--- src/rtl/lpddr_resp_bank_tbl.sv ---
// -----------------------------------------------------------------------------
// lpddr_resp_bank_tbl
// Four-entry open-bank / open-row tracker.
//   clk, rst_n          : clock, synchronous active-low reset (all banks closed)
//   lk_ba               : lookup bank
//   lk_open, lk_row     : lookup result (combinational)
//   any_open            : at least one bank is open
//   act_en/act_ba/act_row : open a bank with a row
//   close_mask          : one bit per bank to close (PRE, PRE-all, auto-close)
// -----------------------------------------------------------------------------
module lpddr_resp_bank_tbl #(
  parameter int ROW_W = 3
) (
  input  logic             clk,
  input  logic             rst_n,
  input  logic [1:0]       lk_ba,
  output logic             lk_open,
  output logic [ROW_W-1:0] lk_row,
  output logic             any_open,
  input  logic             act_en,
  input  logic [1:0]       act_ba,
  input  logic [ROW_W-1:0] act_row,
  input  logic [3:0]       close_mask
);

  logic [3:0]       bank_open;
  logic [ROW_W-1:0] bank_row [4];

  // NOTE: state registers use non-blocking assignments so every flop samples
  // the pre-edge values regardless of statement order.
  always_ff @(posedge clk) begin
    if (!rst_n) begin
      bank_open <= '0;
      for (int b = 0; b < 4; b++) bank_row[b] <= '0;
    end else begin
      for (int b = 0; b < 4; b++) begin
        if (close_mask[b]) bank_open[b] <= 1'b0;
        // ACT is only accepted for a closed bank, so it never competes with a close
        if (act_en && (act_ba == b[1:0])) begin
          bank_open[b] <= 1'b1;
          bank_row[b]  <= act_row;
        end
      end
    end
  end

  assign lk_open  = bank_open[lk_ba];
  assign lk_row   = bank_row[lk_ba];
  assign any_open = |bank_open;

endmodule

--- config.mk ---
export PLATFORM = sky130hd
export DESIGN_NAME = lpddr_resp_bank_tbl
export DESIGN_NICKNAME = d
export VERILOG_FILES = /design/src/rtl/lpddr_resp_bank_tbl.sv
export SDC_FILE = /design/constraint.sdc
export NUM_CORES = 1
export LEC_CHECK = 0
export CAP_MARGIN = 20
export CORE_UTILIZATION = 50
export DETAILED_ROUTE_END_ITERATION = 12
export PLACE_DENSITY = 0.79
export SLEW_MARGIN = 40
export SYNTH_ARGS = -nofsm -noshare
export SYNTH_HDL_FRONTEND = slang
export SYNTH_SLANG_ARGS = --single-unit
export TNS_END_PERCENT = 30
--- constraint.sdc ---
create_clock -name clk -period 1.8 [get_ports clk]
set_input_delay 0.27 -clock clk [delete_from_list [all_inputs] [get_ports clk]]
set_output_delay 0.27 -clock clk [all_outputs]
set_load 0.01 [all_outputs]
After elaboration in Yosys (flattened, before gate mapping)
Memory sizes are Yosys's and may differ from the RTL's.
Index checks and enable logic that the tools add are counted.
{"block": "word_totals", "ram_bits": 12, "latchBits": 0, "n_memories": 1, "output_inout_bits": 5, "romBits": 0, "ff_bits": 4, "wordCells": 50, "input_bits": 14}
{"memory": "bank_row", "words": 4, "word_bits": 3, "rd": 1, "rd_clocked_by_memory_dff": 0, "wr": 4, "line": "27", "source": "logic [ROW_W-1:0] bank_row [4];"}
{"block": "classes", "shifts": 0, "reduce_logical": 10, "mul": 0, "n_eq_ne": 3, "bitwise": 4, "magnitude_cmp": 1, "add_sub_neg": 0, "div": 0, "muxes": 27}
{"operator": "two-way mux 1 bit", "n": 22}
{"operator": "two-way mux 3 bit", "n": 4}
{"operator": "nonzero test 2 bit", "n": 4}
{"operator": "== test 2 bit (second input constant)", "n": 2}
{"operator": "logical AND 1 bit", "n": 4}
{"operator": "OR 1 bit", "n": 4}
{"operator": "OR reduction 4 bit", "n": 1}
{"operator": "less-than comparator 2 x 3 -> 1 bit (second input constant)", "n": 1}
{"operator": "binary-select mux 1 bit (select 2 bit)", "n": 1}
{"operator": "== test 2 x 1 -> 1 bit (second input constant)", "n": 1}
{"operator": "zero test 2 bit", "n": 1}

Longest topological paths before layout
Gate-level depths: netlist of run 1.
{"block": "logic_depth", "depth_word": 6, "ltp_mapped": 3, "mapped_depth_nobuf": 2}

Least setup slack after synthesis of run 1
No wires, ideal clock.
{"block": "synth_path", "kind": "register to output", "start": "memory bank_row[1][0]", "end": "output port lk_row[0]", "n_path_buf": 0, "t_required_ns": 1.530, "path_stages_with_launch": 2, "arrival_ns": 0.880, "setup_slack_ns": 0.650, "path_cell_list": "edfxtp_1 -> mux4_1"}
{"block": "synth_between", "elab_chain_cells": 1}
{"item": "start: declaration", "line": "27"}
{"item": "memory (4 x 3 bit)"}
{"item": "end: declaration", "line": "18", "source": "output logic [ROW_W-1:0] lk_row,"}
No other way between the ends.

Worst setup path after layout of run 1
{"block": "layout_path", "start": "memory bank_row[0][0]", "end": "output port lk_row[0]"}
The elaborated chain is that of the path after synthesis.

==> impl_metrics.toml, run 1 <==
[detailed_routing]
avgRoutedWirePerCell_um = 14.23
met1_length_um = 561
route.met2.wl_um = 640
ant_nets = 0
via_per_inst = 5.549
wl_mm = 1.295
drc = 0
drt_first_pass_iters = 4
top_layer = "met4"
drtIter0Drc = 20
wl_met3_um = 52
vias = 505

[critical_path]
worstPathRequired_ns = 1.53
r2r.worst_path.cells = 2
crit_chain = "mux4_1 -> dlygate4sd2_1"
critPathCaptureType = "output pin"
cpPeakStageDelay_ns = 0.50
rrSetupSlack_ns = 1.10
arrival_ns = 1.48
cp_max_fo = 1
critPathKind = "register to output pin"
r2r_start = "bank_open[0]"
r2r_end = "bank_open[0]"
cp_slowest_cell = "mux4_1"
start_kind = "register"

[power_and_ir_drop]
p_leak_nw = 0.3939
power.density_nw_per_um2 = 731.8
vdd_ir_drop_max_mv = 0.4447
p_total_mw = 0.7298

[run_status]
status = "finished clean"

[grt]
grt_overflow = 0
antenna_found_initial = 0
grt_pass1_wl_mm = 1.987
grt_max_degree = 10
grt_pass1_vias = 473
gr-usage-all-layers = 0.1913

[clock_network]
cts_tree = "yes"
cts_root_buffer = "clkbuf_4"
insertion_delay_ns = 0.29
cts_setup_buffers = 0
clkTransAtPathRegs_ns = 0.09
cts_inserted_buffers = 3
clock_sinks = 16
cts_max_level = 1
cts_buffer_depth = 2

[place]
gp_congestion = 0.7365
dpl.hpwl_mm = 1.033
io_buffers = 18

[die]
start_util = 0.5669
design.die.area_um2 = 1710
die_height_um = 41.36
ios = 19
core_area_um2 = 1366
die_w_um = 41.36
rows = 13

[yosys]
syn_area_um2 = 774.5
async_flop_share = 0
yosys-top-cells-area = "edfxtp_1 47%, mux4_1 14%, dfxtp_1 10%, and2_1 9.7%, nand2b_1 3.2%"
avgSynthCellArea_um2 = 14.34
yosys_warnings = 0
ys.flop_type = "edfxtp_1"
synth_common_cells = "12 x and2_1, 12 x edfxtp_1, 4 x dfxtp_1, 4 x mux4_1, 4 x nand2b_1"
yosysUniqueCellTypes = 17
ys_seq_elements = 16
synth_top_area_share = 0.4653
syn-num-nets = 68
synth_edf_count = 12
syn_inst = 54
yosysTopAreaCell = "edfxtp_1"
ys_seq_area_frac = 0.5687

[finish]
drive_gt1_frac = 0.07895
fill_cells = 106
n_antenna_cell = 0
fin_nets = 91
areaGrowthSynthToFinish_pct = 28.76

[timing]
min_period_ns = 1.749
finalSetupViolations = 0
rsz0062_at_grt = "false"
whs_ns = 0.4984
drv_slew = 0
fmax_mhz = 571.8
hold_violations = 0
worstMarginPinSlew_ns = 0.2221
clock_skew_ns = 0
finalSetupTns_ns = 0
fin_crit_sh = 0.9717
slew-limit-headroom = 0.8516

[worst_hold_path]
hold_start = "bank_open[1]"
holdPathEnd = "bank_open[1]"
hp-class = "register to register"
worstHoldPathCells = 2

[flow_run]
cap_violations = 0
==> metrics by stage <==
stage	area [µm²]	utilization	std cells	setup WS (ns)
2_1_floorplan	774.5	-	54	0.6504
3_3_place_gp	975.9	0.7143	87	-0.3774
3_5_place_dp	975.9	0.7143	87	-0.4212
4_1_cts	997.2	0.7299	91	0.04867
5_1_grt	997.2	0.7299	91	0.005489
6_report	997.2	0.7299	91	0.05100
==> worst max-delay path by stage <==
stage,cells past startpoint,startpoint,slack [ns],end
floorplan,1,bank_row[1][0],0.65,lk_row[0]
global route,2,bank_row[0][1],0.005,lk_row[1]
CTS,2,bank_row[0][0],0.05,lk_row[0]
global placement,3,lk_ba[0],-0.38,lk_row[0]
finish,2,bank_row[0][0],0.05,lk_row[0]
detailed placement,3,lk_ba[0],-0.42,lk_row[0]
==> cell families after synthesis <==
| kind of cell | synth area share |
|---|---|
| AND/OR/NAND/NOR | 0.2504 |
| flip-flops | 0.5687 |
| AO/OA/AOI/OAI | 0.03877 |
| multiplexers | 0.1357 |
| buffers and inverters | 0.006456 |
==> final cells by class <==
class                   count  area (µm²)  area share
well taps                  15       18.77     0.01882
multi-input cells          37       329.1      0.3300
clock buffers               4       26.28     0.02635
flip-flops and latches     16       440.4      0.4417
repair buffers             19       182.7      0.1832
==> worst max-delay path: cells and delay by family, from the launching register on <==
kind | cells | cell delay (ns)
buf+inv | 1 | 0.30
mux | 1 | 0.50
flops | 1 | 0.39
==> cells in the final DEF (no fill, tap or decap), drive strengths merged <==
cell and n:
buf 1, and4bb 1, clkdlybuf4s50 12, nand3 1, nand2b 4, and4b 2, edfxtp 12, mux4 4
and2 12, dlygate4sd2 5, or4 1, dfxtp 4, o21a 1, a21boi 3, clkbuf 4, nand2 3
and4 1, nor2b 1, nor3b 1, nand3b 2, clkdlybuf4s15 1
==> where the power goes <==
group | total [mW] | leakage, nW | switching [mW] | internal [mW]
Combinational | 0.104 | 0.228 | 0.0408 | 0.0631
Sequential | 0.427 | 0.151 | 0.00721 | 0.420
Clock | 0.199 | 0.0150 | 0.112 | 0.0863
Total | 0.730 | 0.394 | 0.160 | 0.569
==> routing by layer <==
metal / up-vias / GRT usage
met5: - / 0
met1: 227 / 0.2273
met2: 19 / 0.3203
li1: 253 / -
met3: 6 / 0.03191
met4: 0 / 0.1210
==> timing repair <==
action	4_1_cts	5_1_grt
hold buffers	0	0
endpoints found under the setup margin	5	0
gates resized for setup	8	0
==> registers in the layout, indices dropped and copies added (netlist names) <==
register   count
bank_row      12
bank_open      4
Note: power is estimated with default switching activity, not from simulation.
==> run 2, diff against run 1 <==
--- a/config.mk
+++ b/config.mk
@@ -13,4 +13,4 @@
 export SYNTH_ARGS = -nofsm -noshare
 export SYNTH_HDL_FRONTEND = slang
 export SYNTH_SLANG_ARGS = --single-unit
-export TNS_END_PERCENT = 30
+export TNS_END_PERCENT = 20
==> results of run 2 <==
No change in the layout: final DEF, timing and power equal those of run 1.
==> run 3, diff against run 2 <==
--- a/config.mk
+++ b/config.mk
@@ -5,7 +5,6 @@
 export SDC_FILE = /design/constraint.sdc
 export NUM_CORES = 1
 export LEC_CHECK = 0
-export CAP_MARGIN = 20
 export CORE_UTILIZATION = 50
 export DETAILED_ROUTE_END_ITERATION = 12
 export PLACE_DENSITY = 0.79
==> results of run 3 <==
No change in the layout: final DEF, timing and power equal those of run 1.
